===== config.mk =====
export PLATFORM = sky130hd
export DESIGN_NAME = wireframe_edge_writer
export DESIGN_NICKNAME = d
export VERILOG_FILES = /design/src/rtl/wireframe_edge_writer.sv
export SDC_FILE = /design/constraint.sdc
export NUM_CORES = 1
export LEC_CHECK = 0
export BUFFER_PORTS_ARGS = -buffer_cell sky130_fd_sc_hd__buf_2
export CAP_MARGIN = 30
export CORE_ASPECT_RATIO = 1.1
export CORE_MARGIN = 2
export CORE_UTILIZATION = 57
export CTS_CLUSTER_DIAMETER = 200
export CTS_CLUSTER_SIZE = 10
export DETAILED_ROUTE_END_ITERATION = 7
export PLACE_DENSITY = 0.78
export SLEW_MARGIN = 30
export SYNTH_ARGS = -nofsm -noshare
export SYNTH_HDL_FRONTEND = slang
export SYNTH_SLANG_ARGS = --single-unit

===== constraint.sdc =====
create_clock -name clk -period 9.7 [get_ports clk]
set_input_delay 2.91 -clock clk [delete_from_list [all_inputs] [get_ports clk]]
set_output_delay 2.91 -clock clk [all_outputs]
set_load 0.1 [all_outputs]

===== src/rtl/wireframe_edge_writer.sv =====
// Wireframe SRAM writer: clears the rows a triangle spans, then draws its
// three edges with Bresenham, one SRAM write per cycle.
module wireframe_edge_writer #(
    parameter int unsigned WIDTH  = 640,
    parameter int unsigned HEIGHT = 480,
    parameter int unsigned ADDR_W = 19
) (
    input  logic               clk,
    input  logic               n_rst,
    input  logic               start,
    input  logic signed [15:0] x0,
    input  logic signed [15:0] y0,
    input  logic signed [15:0] x1,
    input  logic signed [15:0] y1,
    input  logic signed [15:0] x2,
    input  logic signed [15:0] y2,
    output logic               busy,
    output logic               done,
    output logic [ADDR_W-1:0]  sram_addr,
    output logic               sram_wdata,
    output logic               sram_we
);
    localparam int unsigned XW = (WIDTH > 1) ? $clog2(WIDTH) : 1;
    localparam int unsigned YW = (HEIGHT > 1) ? $clog2(HEIGHT) : 1;
    localparam logic signed [16:0] Y_LAST = 17'(HEIGHT - 1);

    typedef enum logic [2:0] {S_IDLE, S_INIT, S_CLEAR, S_SETUP, S_DRAW, S_DONE} state_t;

    state_t              state_q, state_d;
    logic signed [15:0]  vx_q [3], vx_d [3];
    logic signed [15:0]  vy_q [3], vy_d [3];
    logic [YW-1:0]       ymax_q, ymax_d, cy_q, cy_d;
    logic [XW-1:0]       cx_q, cx_d;
    logic [1:0]          edge_q, edge_d;
    logic signed [15:0]  xe_q, xe_d, ye_q, ye_d, px_q, px_d, py_q, py_d;
    logic signed [16:0]  dx_q, dx_d, dy_q, dy_d;
    logic                sx_neg_q, sx_neg_d, sy_neg_q, sy_neg_d;
    logic signed [17:0]  err_q, err_d;
    logic                busy_q, busy_d, done_q, done_d, we_q, we_d, wdata_q, wdata_d;
    logic [ADDR_W-1:0]   addr_q, addr_d;

    logic signed [15:0]  ylo, yhi, xs_s, ys_s, xe_s, ye_s;
    logic signed [16:0]  ymin_c, ymax_c, ddx, ddy, dx_abs, dy_neg;
    logic signed [18:0]  e2;
    logic                step_x, step_y, at_end, px_in, py_in;

    // Clipped vertical extent of the latched triangle.
    always_comb begin
        ylo = vy_q[0];
        yhi = vy_q[0];
        for (int i = 1; i < 3; i++) begin
            if (vy_q[i] < ylo) ylo = vy_q[i];
            if (vy_q[i] > yhi) yhi = vy_q[i];
        end
        ymin_c = ylo[15] ? 17'sd0 : $signed({ylo[15], ylo});
        ymax_c = ($signed({yhi[15], yhi}) > Y_LAST) ? Y_LAST : $signed({yhi[15], yhi});
    end

    // Endpoints and deltas of the edge selected by edge_q.
    always_comb begin
        xs_s = vx_q[2];
        ys_s = vy_q[2];
        xe_s = vx_q[0];
        ye_s = vy_q[0];
        case (edge_q)
            2'd0: begin xs_s = vx_q[0]; ys_s = vy_q[0]; xe_s = vx_q[1]; ye_s = vy_q[1]; end
            2'd1: begin xs_s = vx_q[1]; ys_s = vy_q[1]; xe_s = vx_q[2]; ye_s = vy_q[2]; end
            default: ;
        endcase
        ddx    = $signed({xe_s[15], xe_s}) - $signed({xs_s[15], xs_s});
        ddy    = $signed({ye_s[15], ye_s}) - $signed({ys_s[15], ys_s});
        dx_abs = ddx[16] ? -ddx : ddx;
        dy_neg = ddy[16] ? ddy : -ddy;
    end

    // Bresenham step decision from the current (old) error term.
    always_comb begin
        e2     = $signed({err_q, 1'b0});
        step_x = (e2 >= $signed({{2{dy_q[16]}}, dy_q}));
        step_y = (e2 <= $signed({{2{dx_q[16]}}, dx_q}));
        at_end = (px_q == xe_q) && (py_q == ye_q);
    end

    // State and datapath registers, including the registered SRAM port.
    always_ff @(posedge clk or negedge n_rst) begin
        if (!n_rst) begin
            state_q  <= S_IDLE;
            vx_q     <= '{default: '0};
            vy_q     <= '{default: '0};
            ymax_q   <= '0;
            cy_q     <= '0;
            cx_q     <= '0;
            edge_q   <= '0;
            xe_q     <= '0;
            ye_q     <= '0;
            px_q     <= '0;
            py_q     <= '0;
            dx_q     <= '0;
            dy_q     <= '0;
            sx_neg_q <= 1'b0;
            sy_neg_q <= 1'b0;
            err_q    <= '0;
            busy_q   <= 1'b0;
            done_q   <= 1'b0;
            we_q     <= 1'b0;
            wdata_q  <= 1'b0;
            addr_q   <= '0;
        end else begin
            state_q  <= state_d;
            vx_q     <= vx_d;
            vy_q     <= vy_d;
            ymax_q   <= ymax_d;
            cy_q     <= cy_d;
            cx_q     <= cx_d;
            edge_q   <= edge_d;
            xe_q     <= xe_d;
            ye_q     <= ye_d;
            px_q     <= px_d;
            py_q     <= py_d;
            dx_q     <= dx_d;
            dy_q     <= dy_d;
            sx_neg_q <= sx_neg_d;
            sy_neg_q <= sy_neg_d;
            err_q    <= err_d;
            busy_q   <= busy_d;
            done_q   <= done_d;
            we_q     <= we_d;
            wdata_q  <= wdata_d;
            addr_q   <= addr_d;
        end
    end

    // Next state and datapath updates.
    always_comb begin
        state_d  = state_q;
        vx_d     = vx_q;
        vy_d     = vy_q;
        ymax_d   = ymax_q;
        cy_d     = cy_q;
        cx_d     = cx_q;
        edge_d   = edge_q;
        xe_d     = xe_q;
        ye_d     = ye_q;
        px_d     = px_q;
        py_d     = py_q;
        dx_d     = dx_q;
        dy_d     = dy_q;
        sx_neg_d = sx_neg_q;
        sy_neg_d = sy_neg_q;
        err_d    = err_q;
        case (state_q)
            S_IDLE: begin
                if (start) begin
                    vx_d[0] = x0; vx_d[1] = x1; vx_d[2] = x2;
                    vy_d[0] = y0; vy_d[1] = y1; vy_d[2] = y2;
                    state_d = S_INIT;
                end
            end
            S_INIT: begin
                if (ymin_c > ymax_c) begin
                    edge_d  = 2'd0;
                    state_d = S_SETUP;
                end else begin
                    cy_d    = YW'(ymin_c);
                    ymax_d  = YW'(ymax_c);
                    cx_d    = '0;
                    state_d = S_CLEAR;
                end
            end
            S_CLEAR: begin
                if (cx_q == XW'(WIDTH - 1)) begin
                    cx_d = '0;
                    if (cy_q == ymax_q) begin
                        edge_d  = 2'd0;
                        state_d = S_SETUP;
                    end else begin
                        cy_d = cy_q + YW'(1);
                    end
                end else begin
                    cx_d = cx_q + XW'(1);
                end
            end
            S_SETUP: begin
                px_d     = xs_s;
                py_d     = ys_s;
                xe_d     = xe_s;
                ye_d     = ye_s;
                dx_d     = dx_abs;
                dy_d     = dy_neg;
                sx_neg_d = !(xs_s < xe_s);
                sy_neg_d = !(ys_s < ye_s);
                err_d    = $signed({dx_abs[16], dx_abs}) + $signed({dy_neg[16], dy_neg});
                state_d  = S_DRAW;
            end
            S_DRAW: begin
                if (at_end) begin
                    if (edge_q == 2'd2) begin
                        state_d = S_DONE;
                    end else begin
                        edge_d  = edge_q + 2'd1;
                        state_d = S_SETUP;
                    end
                end else begin
                    err_d = err_q
                          + (step_x ? $signed({dy_q[16], dy_q}) : 18'sd0)
                          + (step_y ? $signed({dx_q[16], dx_q}) : 18'sd0);
                    if (step_x) px_d = sx_neg_q ? px_q - 16'sd1 : px_q + 16'sd1;
                    if (step_y) py_d = sy_neg_q ? py_q - 16'sd1 : py_q + 16'sd1;
                end
            end
            S_DONE:  state_d = S_IDLE;
            default: state_d = S_IDLE;
        endcase
    end

    // Outputs for the state being entered, so each write lands in its own state's cycle.
    always_comb begin
        busy_d  = 1'b0;
        done_d  = 1'b0;
        we_d    = 1'b0;
        wdata_d = 1'b0;
        addr_d  = '0;
        px_in   = !px_d[15] && ({16'd0, px_d} < 32'(WIDTH));
        py_in   = !py_d[15] && ({16'd0, py_d} < 32'(HEIGHT));
        case (state_d)
            S_IDLE: ;
            S_CLEAR: begin
                busy_d = 1'b1;
                we_d   = 1'b1;
                addr_d = ADDR_W'(cy_d) * ADDR_W'(WIDTH) + ADDR_W'(cx_d);
            end
            S_DRAW: begin
                busy_d  = 1'b1;
                wdata_d = 1'b1;
                if (px_in && py_in) begin
                    we_d   = 1'b1;
                    addr_d = ADDR_W'(py_d[YW-1:0]) * ADDR_W'(WIDTH) + ADDR_W'(px_d[XW-1:0]);
                end
            end
            S_DONE: begin
                busy_d = 1'b1;
                done_d = 1'b1;
            end
            default: busy_d = 1'b1;
        endcase
    end

    assign busy       = busy_q;
    assign done       = done_q;
    assign sram_we    = we_q;
    assign sram_wdata = wdata_q;
    assign sram_addr  = addr_q;

endmodule


==> results of run 1 <==
==> worst max path at each step <==
stage	end	slack, ps	cells after the start	from
floorplan	sram_addr[18]	170	45	vy_q[47]
global placement	sram_addr[17]	290	46	vy_q[47]
detailed placement	sram_addr[17]	9	46	vy_q[47]
CTS	sram_addr[17]	10	46	vy_q[47]
global route	sram_addr[18]	-90	43	vy_q[33]
finish	sram_addr[18]	500	42	vy_q[33]
==> logic make-up after synthesis <==
family	Yosys count	share of synthesized area, %
flip-flops	270	30.6
multiplexers	137	6.79
XOR/XNOR	176	6.99
AND/OR/NAND/NOR	791	16.5
buffers and inverters	220	3.75
adder cells (fa/ha/maj)	261	15.7
AO/OA/AOI/OAI	658	19.6
==> cell type report <==
class	instances	area, um2
Clock buffer	30	751
Tap cell	500	626
Sequential cell	270	6760
Antenna cell	2	5.00
Inverter	127	477
Fill cell	3177	13800
Clock inverter	1	16.3
Timing Repair Buffer	180	1080
Multi-Input combinational cell	2023	14700
==> cells in the final DEF (no fill, tap or decap), drive strengths merged, types with 14 or more instances in the layout <==
cell type and instances:
o21a 19, o211ai 22, xor2 46, nand2 312
or3 15, a22o 35, clkbuf 30, mux2i 35
nor2 191, and3 29, dfrtp 270, ha 234
a22oi 33, xnor2 130, a221o 14, o22ai 23
inv 127, nor2b 25, o21ai 149, nand3 40
buf 180, nor3 48, nand4 38, fa 27
a21o 37, nand2b 21, mux2 102, a211oi 41
a21oi 158, a31oi 24
==> metal layers <==
metal	GRT usage [%]	share of wire [%]	up-vias
met5	0	0.050	-
met4	19.0	6.5	4
met3	4.10	6.0	192
met2	55.1	46	727
met1	42.9	41	9578
li1	-	-	9314
==> metrics by stage <==
stage	hold slack (ps)	area [um2]	setup slack, ps	setup TNS (ps)
after global routing	519	24400	-89.8	-160
final	501	24400	503	0
after CTS	502	24200	12.7	0
after floorplan	464	22100	172	0
after detailed placement	487	23400	9.38	0
after global placement	482	23400	286	0
==> repair_timing <==
action                                  4_1_cts  5_1_grt
hold endpoints to repair                      0        0
endpoints found under the setup margin        2        7
pin swaps                                     0        9
buffers inserted                              0        7
gates resized for setup                       1       38
==> sequential cells by signal, indices dropped and copies added, names as in the netlist, 10 cells and up <==
signal     cells
vx_q          48
vy_q          48
sram_addr     19
err_q         18
dx_q          17
dy_q          17
px_q          16
py_q          16
xe_q          16
ye_q          16
cx_q          10
==> worst max-delay path: cells and delay by family (launching register included) <==
kind / cells / cell delay, ps
fa+ha+maj: 5 / 1540
xor+xnor: 1 / 150
compound gates: 18 / 3400
flops: 1 / 470
mux: 1 / 150
simple gates: 13 / 2760
buf+inv: 4 / 570
==> qor.yml, run 1 <==
outcome:
  outcome: "finished, final reports clean"
synthesis:
  syn_area_um2: 22100
  synthCells: 2513
  yosys.cell_count.top_type: "nand2_1"
  synth_common_cells: "312 x nand2_1, 270 x dfrtp_1, 234 x ha_1, 191 x nor2_1, 158 x a21oi_1"
  synth_area_leaders: "dfrtp_1 31%, ha_1 13%, nand2_1 5.3%"
  yosysWarnings: 0
  ys_seq_elements: 270
  synth_area_leader_cell: "dfrtp_1"
  synth.avg_cell_area_um2: 8.78
  synth_top_area_share_pct: 30.6
  synth_edf_count: 0
  async_flop_share_pct: 100
  synth.distinct_cells: 72
  synth_fp_nets: 2873
  ys_seq_area_share_pct: 30.6
  synth_ff_type: "dfrtp_1"
worst_setup_path:
  cp-end-kind: "flop"
  worstSetupPathType: "reg2reg"
  ff2ff_setup_slack_ps: 500
  crit_arrival_ps: 9640
  cp-start-kind: "flop"
  r2r_start: "vy_q[33]"
  r2r-end: "sram_addr[18]"
  critPathSlowestCell: "or4_1"
  cp.required_ps: 10150
  ff2ff_path_depth: 42
  slowest_delay_ps: 570
  worstPathMaxFanout: 6
  cpMostUsedCell: "ha_1"
sta:
  max_freq_ghz: 0.109
  slew_violations: 0
  worstMarginPinSlew_ps: 927
  min_period_ps: 9200
  clock_skew_ps: 35.7
  timing.final.crit_share_pct: 94.8
  finalHoldViolCount: 0
  setup_viol: 0
  relSlewSlack_pct: 36.4
worst_hold_path:
  hold_class: "reg2reg"
  whs_path_depth: 2
  worstHoldStart: "ye_q[2]"
  hold_end: "ye_q[2]"
route:
  detail-route-antenna-nets: 0
  vias: 19800
  drc_errors: 0
  wire_per_inst_um: 21.6
  dr.first_iter.drc_count: 1691
  via_per_inst: 6.32
  wl_um: 67800
  dr.pass1.iters: 5
clocking:
  clock_latency_ps: 600
  max-clock-path-buffers: 3
  cts_hold_buf: 0
  numCtsBuffers: 30
  clk_pin_slew_ps: 70
  root_buffer: "clkbuf_16"
  cts_tree: "yes"
  htreeDepth: 1
  cts_sinks: 270
global_routing:
  grt_pass1_wl_um: 106000
  grt_usage_pct: 33.6
  grt_pass1_vias: 19400
  grt_start_max_net_pins: 143
  antenna_found_initial: 3
  grt_overflow_total: 0
finish:
  utilization_pct: 63.9
  drive_above_1_share_pct: 14.1
  syn_to_final_growth_pct: 10.6
  final_cells: 3133
  nets: 2992
floorplanning:
  die_x_um: 192
  die-area_um2: 40300
  start_util_pct: 57.8
  die_h_um: 210
  core_area_um2: 38200
  fp-row-count: 75
  io_pins: 122
place:
  hpwlAfterDp_um: 52600
  portBuffers: 121
  dp_cells: 3093
  gp_congestion: 0.989
job:
  drv_cap: 0
Power of run 1 is not shown: default switching activity piles up to over one toggle a cycle in this logic, so the estimate is an artifact.
==> inputs of run 2 (changes only) <==
--- a/config.mk
+++ b/config.mk
@@ -5,6 +5,7 @@
 export SDC_FILE = /design/constraint.sdc
 export NUM_CORES = 1
 export LEC_CHECK = 0
+export ABC_AREA = 1
 export BUFFER_PORTS_ARGS = -buffer_cell sky130_fd_sc_hd__buf_2
 export CAP_MARGIN = 30
 export CORE_ASPECT_RATIO = 1.1
==> run 2 against run 1 <==
Against the previous run: via count increased by 11%; cell count is 17% higher; first-iteration DRC count up 8.9%.
==> qor.yml, run 2 <==
outcome:
  outcome: "finished, final reports clean"
route:
  wl_um: 73400  # +8.3%
  dr.pass1.iters: 6  # +1
  via_per_inst: 6.01  # -5.0%
  wire_per_inst_um: 20.1  # -7.2%
  vias: 22000  # +11%
  detail-route-antenna-nets: 0  # unchanged
  dr.first_iter.drc_count: 1841  # +8.9%
  drc_errors: 0  # unchanged
finish:
  final_cells: 3657  # +17%
  drive_above_1_share_pct: 8.25  # -5.8 points
  fin_area_um2: 24500  # +0.57%
  fillers: 3552  # +12%
  syn_to_final_growth_pct: 8.91
  layout_common_cells: "596 x nand2_1, 420 x inv_1, 296 x a21oi_1, 270 x dfrtp_1, 261 x nor2_1"
  num_antenna_cells: 0  # -2
  utilization_pct: 62.8  # -1.1 points
  nets: 3511  # +17%
  final_common_cell: "nand2_1"
global_routing:
  grt_pass1_vias: 21800  # +12%
  grt_overflow_total: 0  # unchanged
  antenna_found_initial: 0  # -3
  grt_usage_pct: 35.4  # +1.8 points
  grt_start_max_net_pins: 172  # +20%
  grt_pass1_wl_um: 116000  # +9.6%
floorplanning:
  fp-row-count: 76  # +1.3%
  io_pins: 122  # unchanged
  die-area_um2: 41100  # +2.1%
  die_x_um: 194  # +1.0%
  core_area_um2: 39100  # +2.3%
  die_h_um: 213  # +1.0%
  start_util_pct: 57.7  # -0.12 points
worst_setup_path:
  cp.required_ps: 10210  # +60 ps
  r2r-end: "sram_addr[18]"
  worstSetupPathDepth: 56  # +33%
  cp-startpoint: "vy_q[47]"
  r2r_start: "vy_q[47]"
  ff2ff_setup_slack_ps: 680  # +180 ps
  slowest_delay_ps: 360  # -210 ps
  cpMostUsedCell: "nand2_1"
  ff2ff_path_depth: 56  # +33%
  worstPathMaxFanout: 18  # +12
  worstSetupPathType: "reg2reg"
  cp-start-kind: "flop"
  cp-end-kind: "flop"
  crit_arrival_ps: 9530  # -110 ps
  cp_num_buf_inv: 7  # +3
  critPathTopFamily: "simple AND/OR/NAND/NOR gates"
  critPathSlowestCell: "dfrtp_1"
job:
  drv_cap: 0  # unchanged
clocking:
  clk_pin_slew_ps: 50  # -20 ps
  max-clock-path-buffers: 3  # unchanged
  cts_hold_buf: 0  # unchanged
  numCtsBuffers: 30  # unchanged
  root_buffer: "clkbuf_16"
  htreeDepth: 1  # unchanged
  clock_latency_ps: 620  # +20 ps
  cts_tree: "yes"
  cts_sinks: 270  # unchanged
synthesis:
  synth_common_cells: "599 x nand2_1, 421 x inv_1, 296 x a21oi_1, 270 x dfrtp_1, 266 x nor2_1"
  synth_area_leaders: "dfrtp_1 30%, ha_1 13%, nand2_1 10%"
  synthCells: 3064  # +22%
  async_flop_share_pct: 100  # unchanged
  synth_fp_nets: 3424  # +19%
  synth_ff_type: "dfrtp_1"
  ys_seq_area_share_pct: 30.0  # -0.63 points
  yosys.cell_count.top_type: "nand2_1"
  synth_top_area_share_pct: 30.0  # -0.63 points
  synth_edf_count: 0  # unchanged
  synth.distinct_cells: 62  # -14%
  synth.avg_cell_area_um2: 7.35  # -16%
  ys_seq_elements: 270  # unchanged
  yosysWarnings: 0  # unchanged
  syn_area_um2: 22500  # +2.1%
  synth_area_leader_cell: "dfrtp_1"
power_and_ir_drop:
  p_leak_uw: 0.0128
  seq_power_share_pct: 51.7
  vdd_ir_drop_max_uv: 149
  p_comb_share_pct: 2.1
  power_switching_uw: 498
  p_int_uw: 1680
  swShare_pct: 22.8
  clkPwrFrac_pct: 46.2
  power_density_nw_per_um2: 88.9
sta:
  finalHoldViolCount: 0  # unchanged
  timing.final.crit_share_pct: 93.0  # -1.8 points
  clock_skew_ps: 50.7  # +15.1 ps
  setup_viol: 0  # unchanged
  min_period_ps: 9020  # -176 ps
  relSlewSlack_pct: 36.4  # about the same
  worstMarginPinSlew_ps: 944  # +16.5 ps
  slew_violations: 0  # unchanged
  max_freq_ghz: 0.111  # +1.9%
  whs_ps: 486  # -14.8 ps
place:
  gp_congestion: 1.01  # +1.7%
  hpwlAfterDp_um: 56300  # +7.1%
  portBuffers: 121  # unchanged
  dp_cells: 3619  # +17%
  placed_cell_area_um2: 23600  # +0.83%
worst_hold_path:
  hold_end: "dy_q[2]"
  worstHoldStart: "dy_q[2]"
  whs_path_depth: 2  # unchanged
  hold_class: "reg2reg"
## run 2: tightest hold or removal path: stages (launching register included)
cell and delay (ps):
dfrtp_1 340, nand2_1 50, o21ai_0 60
## run 2: layout make-up
type | instances | area [um2] | share of cell area [%]
Multi-Input combinational cell | 2264 | 13800 | 56.4
Timing Repair Buffer | 153 | 912 | 3.72
Sequential cell | 270 | 6760 | 27.5
Clock inverter | 1 | 16.3 | 0.0663
Tap cell | 507 | 634 | 2.59
Clock buffer | 30 | 751 | 3.06
Inverter | 432 | 1630 | 6.62
## run 2: cells by family (layout without fill, tap and decap cells)
| family | Yosys count | count (layout) | share of synthesized area (%) |
|---|---|---|---|
| fa+ha+maj | 261 | 261 | 15.4 |
| mux | 11 | 11 | 0.550 |
| simple gates | 1093 | 1093 | 20.3 |
| buf+inv | 532 | 616 | 9.13 |
| xor+xnor | 122 | 122 | 4.74 |
| flops | 270 | 270 | 30.0 |
| compound gates | 775 | 777 | 19.9 |
## run 2: worst max path at each step
stage,to
after global routing,sram_addr[18]
after floorplan,sram_addr[17]
after detailed placement,sram_addr[18]
after global placement,sram_addr[17]
after CTS,sram_addr[18]
final,sram_addr[18]
## run 2: repair_timing
item,in CTS,in global routing
buffers inserted,0,3
resized for setup,0,27
endpoints found under the setup margin,0,9
## run 2: power groups by stage
stage | clock [uW] | combinational, uW | sequential, uW
global route | 1060 | 51.8 | 1130
CTS | 1020 | 45.5 | 1130
global placement | 0 | 44.4 | 1150
finish | 1010 | 45.3 | 1130
floorplan | 0 | 0.240 | 1150
detailed placement | 0 | 45.4 | 1150
## run 2: per-layer routing
layer	vias to the layer above	part of all wire [%]	track usage (%)
li1	10400	-	-
met1	10400	39	42.5
met2	902	47	60.7
met3	275	6.4	4.39
met4	0	7.2	22.4
met5	-	0	0
## run 2: stage by stage
| step | TNS [ps] | power [uW] | setup slack [ps] |
|---|---|---|---|
| after detailed placement | 0 | 1190 | 362 |
| after floorplan | 0 | 1150 | 1410 |
| after global placement | 0 | 1190 | 609 |
| after global routing | -0.0551 | 2240 | -0.0551 |
| after CTS | 0 | 2190 | 274 |
| final | 0 | 2180 | 679 |
(Power assumes the default switching activity.)
==> inputs of run 3 (changes only) <==
--- a/config.mk
+++ b/config.mk
@@ -14,6 +14,7 @@
 export CTS_CLUSTER_DIAMETER = 200
 export CTS_CLUSTER_SIZE = 10
 export DETAILED_ROUTE_END_ITERATION = 7
+export GPL_TIMING_DRIVEN = 0
 export PLACE_DENSITY = 0.78
 export SLEW_MARGIN = 30
 export SYNTH_ARGS = -nofsm -noshare
==> run 3 against run 2 <==
Against the previous run: the flow now finishes with violations (DRC); via count is 3.1% higher; die area stayed put; fmax is 0.79% lower; flip-flop and latch count stayed put; critical path type unchanged; combinational power is 6.4% higher; critical path depth is 15 lower; cell count is 2.2% higher; sequential share of layout area is 0.42 points lower; worst hold slack better by 14 ps; power is 0.21% higher; core utilization is 0.97 points higher.
==> qor.yml, run 3 (same netlist as run 2, synthesis figures left out) <==
finish:
  final_cells: 3739  # +2.2%
  syn_to_final_growth_pct: 10.6
  fillers: 3516  # -1.0%
  multiInputGateArea_um2: 13900  # +0.27%
  drive_above_1_share_pct: 8.88  # +0.63 points
  seq_area_um2: 6760  # about the same
  nets: 3593  # +2.3%
  num_antenna_cells: 0  # unchanged
  layout_common_cells: "594 x nand2_1, 413 x inv_1, 296 x a21oi_1, 269 x dfrtp_1, 262 x nor2_1"
  final_common_cell: "nand2_1"
worst_setup_path:
  r2r_start: "edge_q[0]"
  cp-start-kind: "flop"
  cp.required_ps: 10190  # -20 ps
  slowest_delay_ps: 640  # +280 ps
  ff2ff_path_depth: 41  # -27%
  cp-end-kind: "flop"
  crit_arrival_ps: 9580  # +50 ps
  worstPathMaxFanout: 10  # -8
  cp_num_buf_inv: 9  # +2
  ff2ff_setup_slack_ps: 610  # -70 ps
  critPathTopFamily: "compound AO/OA/AOI/OAI gates"
  critPathSlowestCell: "o21ai_0"
  r2r-end: "err_q[13]"
  endpoint: "err_q[13]"
  cp-startpoint: "edge_q[0]"
  worstSetupPathType: "reg2reg"
  worstSetupPathDepth: 41  # -27%
power_and_ir_drop:
  vdd_ir_drop_max_uv: 144  # -3.9%
  seq_power_share_pct: 51.6  # about the same
  power_density_nw_per_um2: 87.7  # -1.3%
  p_int_uw: 1680  # +0.13%
  p_leak_uw: 0.0129  # +0.89%
  p_comb_share_pct: 2.2  # about the same
  power.total_uw: 2180  # +0.21%
  swShare_pct: 22.9  # +0.062 points
  clkPwrFrac_pct: 46.2  # about the same
  power_switching_uw: 500  # +0.48%
floorplanning:
  fp-row-count: 76  # unchanged
  die_x_um: 194  # unchanged
  die-area_um2: 41100  # unchanged
  die_h_um: 213  # unchanged
  io_pins: 122  # unchanged
  core_area_um2: 39100  # unchanged
  start_util_pct: 57.7  # unchanged
clocking:
  cts_tree: "yes"
  root_buffer: "clkbuf_16"
  clk_pin_slew_ps: 60  # about the same
  htreeDepth: 1  # unchanged
  numCtsBuffers: 30  # unchanged
  cts_sinks: 270  # unchanged
  max-clock-path-buffers: 3  # unchanged
  clock_latency_ps: 590  # -30 ps
global_routing:
  grt_usage_pct: 37.0  # +1.6 points
  grt_pass1_vias: 22400  # +2.7%
  grt_overflow_total: 0  # unchanged
  grt_pass1_wl_um: 119000  # +2.8%
  antenna_found_initial: 0  # unchanged
  grt_start_max_net_pins: 82  # -52%
route:
  dr.pass1.iters: 8  # +2
  wl_um: 77200  # +5.2%
  via_per_inst: 6.06  # +0.86%
  vias: 22700  # +3.1%
  drc_errors: 22  # +22
  dr.first_iter.drc_count: 1999  # +8.6%
  wire_per_inst_um: 20.6  # +2.9%
  detail-route-antenna-nets: 0  # unchanged
sta:
  final.setup.tns_ps: 0  # unchanged
  max_freq_ghz: 0.110  # -0.79%
  worstMarginPinSlew_ps: 845  # -98.8 ps
  grt_setup_unrepaired: "yes"
  slew_violations: 0  # unchanged
  clock_skew_ps: 22.8  # -27.9 ps
  min_period_ps: 9090  # +72.1 ps
  finalHoldViolCount: 0  # unchanged
  setup_viol: 0  # unchanged
  relSlewSlack_pct: 43.1  # +6.7 points
  timing.final.crit_share_pct: 93.7  # +0.74 points
outcome:
  outcome: "finished, violations left"
  violations: "DRC"
worst_hold_path:
  hold_class: "reg2reg"
place:
  gp_congestion: 1.02  # +1.5%
  portBuffers: 121  # unchanged
  hpwlAfterDp_um: 62300  # +11%
  dp_cells: 3695  # +2.1%
job:
  drv_cap: 0  # unchanged
run 3: changes by cell type in the layout (fill, tap and decap cells not counted), moves of 3 or more:
cell / before / now
inv_1: 420 / 413
clkbuf_2: 0 / 7
o21ai_2: 0 / 3
buf_6: 1 / 5
ha_1: 234 / 231
inv_2: 7 / 14
buf_4: 27 / 19
buf_2: 120 / 128
clkbuf_1: 0 / 62
o21ai_0: 221 / 215
buf_1: 0 / 11
run 3: routing by layer:
| metal | vias to the layer above | routed length (um) | global-route usage, % |
|---|---|---|---|
| li1 | 10600 | - | - |
| met4 | 0 | 5850 | 24.6 |
| met5 | - | 0 | 0 |
| met2 | 1055 | 36800 | 64.3 |
| met3 | 313 | 5480 | 3.73 |
| met1 | 10700 | 29000 | 43.7 |
run 3: stage by stage:
step / area [um2] / worst slack, ps / hold slack [ps] / utilization, %
6_report: 24900 / 607 / 500 / 63.8
5_1_grt: 24900 / -107 / 534 / 63.8
4_1_cts: 24700 / 4.50 / 495 / 63.2
3_5_place_dp: 23900 / -734 / 481 / 61.1
3_3_place_gp: 23800 / -587 / 477 / 60.8
2_1_floorplan: 22500 / 1410 / 453 / -
run 3: layout make-up:
| class | instances | share of cell area (%) |
|---|---|---|
| multi-input cells | 2262 | 55.7 |
| flip-flops and latches | 270 | 27.1 |
| inverters | 432 | 6.52 |
| repair buffers | 137 | 3.19 |
| clock buffers | 30 | 3.01 |
| well taps | 507 | 2.55 |
| plain buffers | 100 | 1.84 |
| clock inverters | 1 | 0.0653 |
run 3: worst register-to-register path, delay by kind of cell (launching register included):
| kind | cells | cell delay [ps] |
|---|---|---|
| and+or+nand+nor | 10 | 1500 |
| DFF | 1 | 360 |
| xor gates and xnor gates | 1 | 150 |
| AOI/OAI and AO/OA | 17 | 3490 |
| buffers and inverters | 9 | 2540 |
| adders and majority gates | 4 | 970 |
run 3: worst min path at each step:
stage | from | to | slack [ps] | depth (start not counted)
floorplan | dx_q[4] | dx_q[4] | 450 | 2
global placement | dy_q[5] | dy_q[5] | 480 | 2
detailed placement | dy_q[4] | dy_q[4] | 480 | 2
CTS | dy_q[4] | dy_q[4] | 490 | 2
global route | dy_q[5] | dy_q[5] | 530 | 2
finish | dy_q[4] | dy_q[4] | 500 | 2
run 3: power groups by stage:
stage | sequential (uW) | combinational, uW | clock [uW]
after floorplan | 1150 | 0.240 | 0
after CTS | 1130 | 49.2 | 1020
after detailed placement | 1150 | 49.1 | 0
after global placement | 1150 | 43.6 | 0
after global routing | 1130 | 54.4 | 1050
final | 1130 | 48.2 | 1010
run 3: what timing repair did:
item	4_1_cts	5_1_grt
resized for setup	21	53
setup endpoints to repair	7	10
pin swaps	2	14
buffers inserted	3	10
hold buffers	0	0
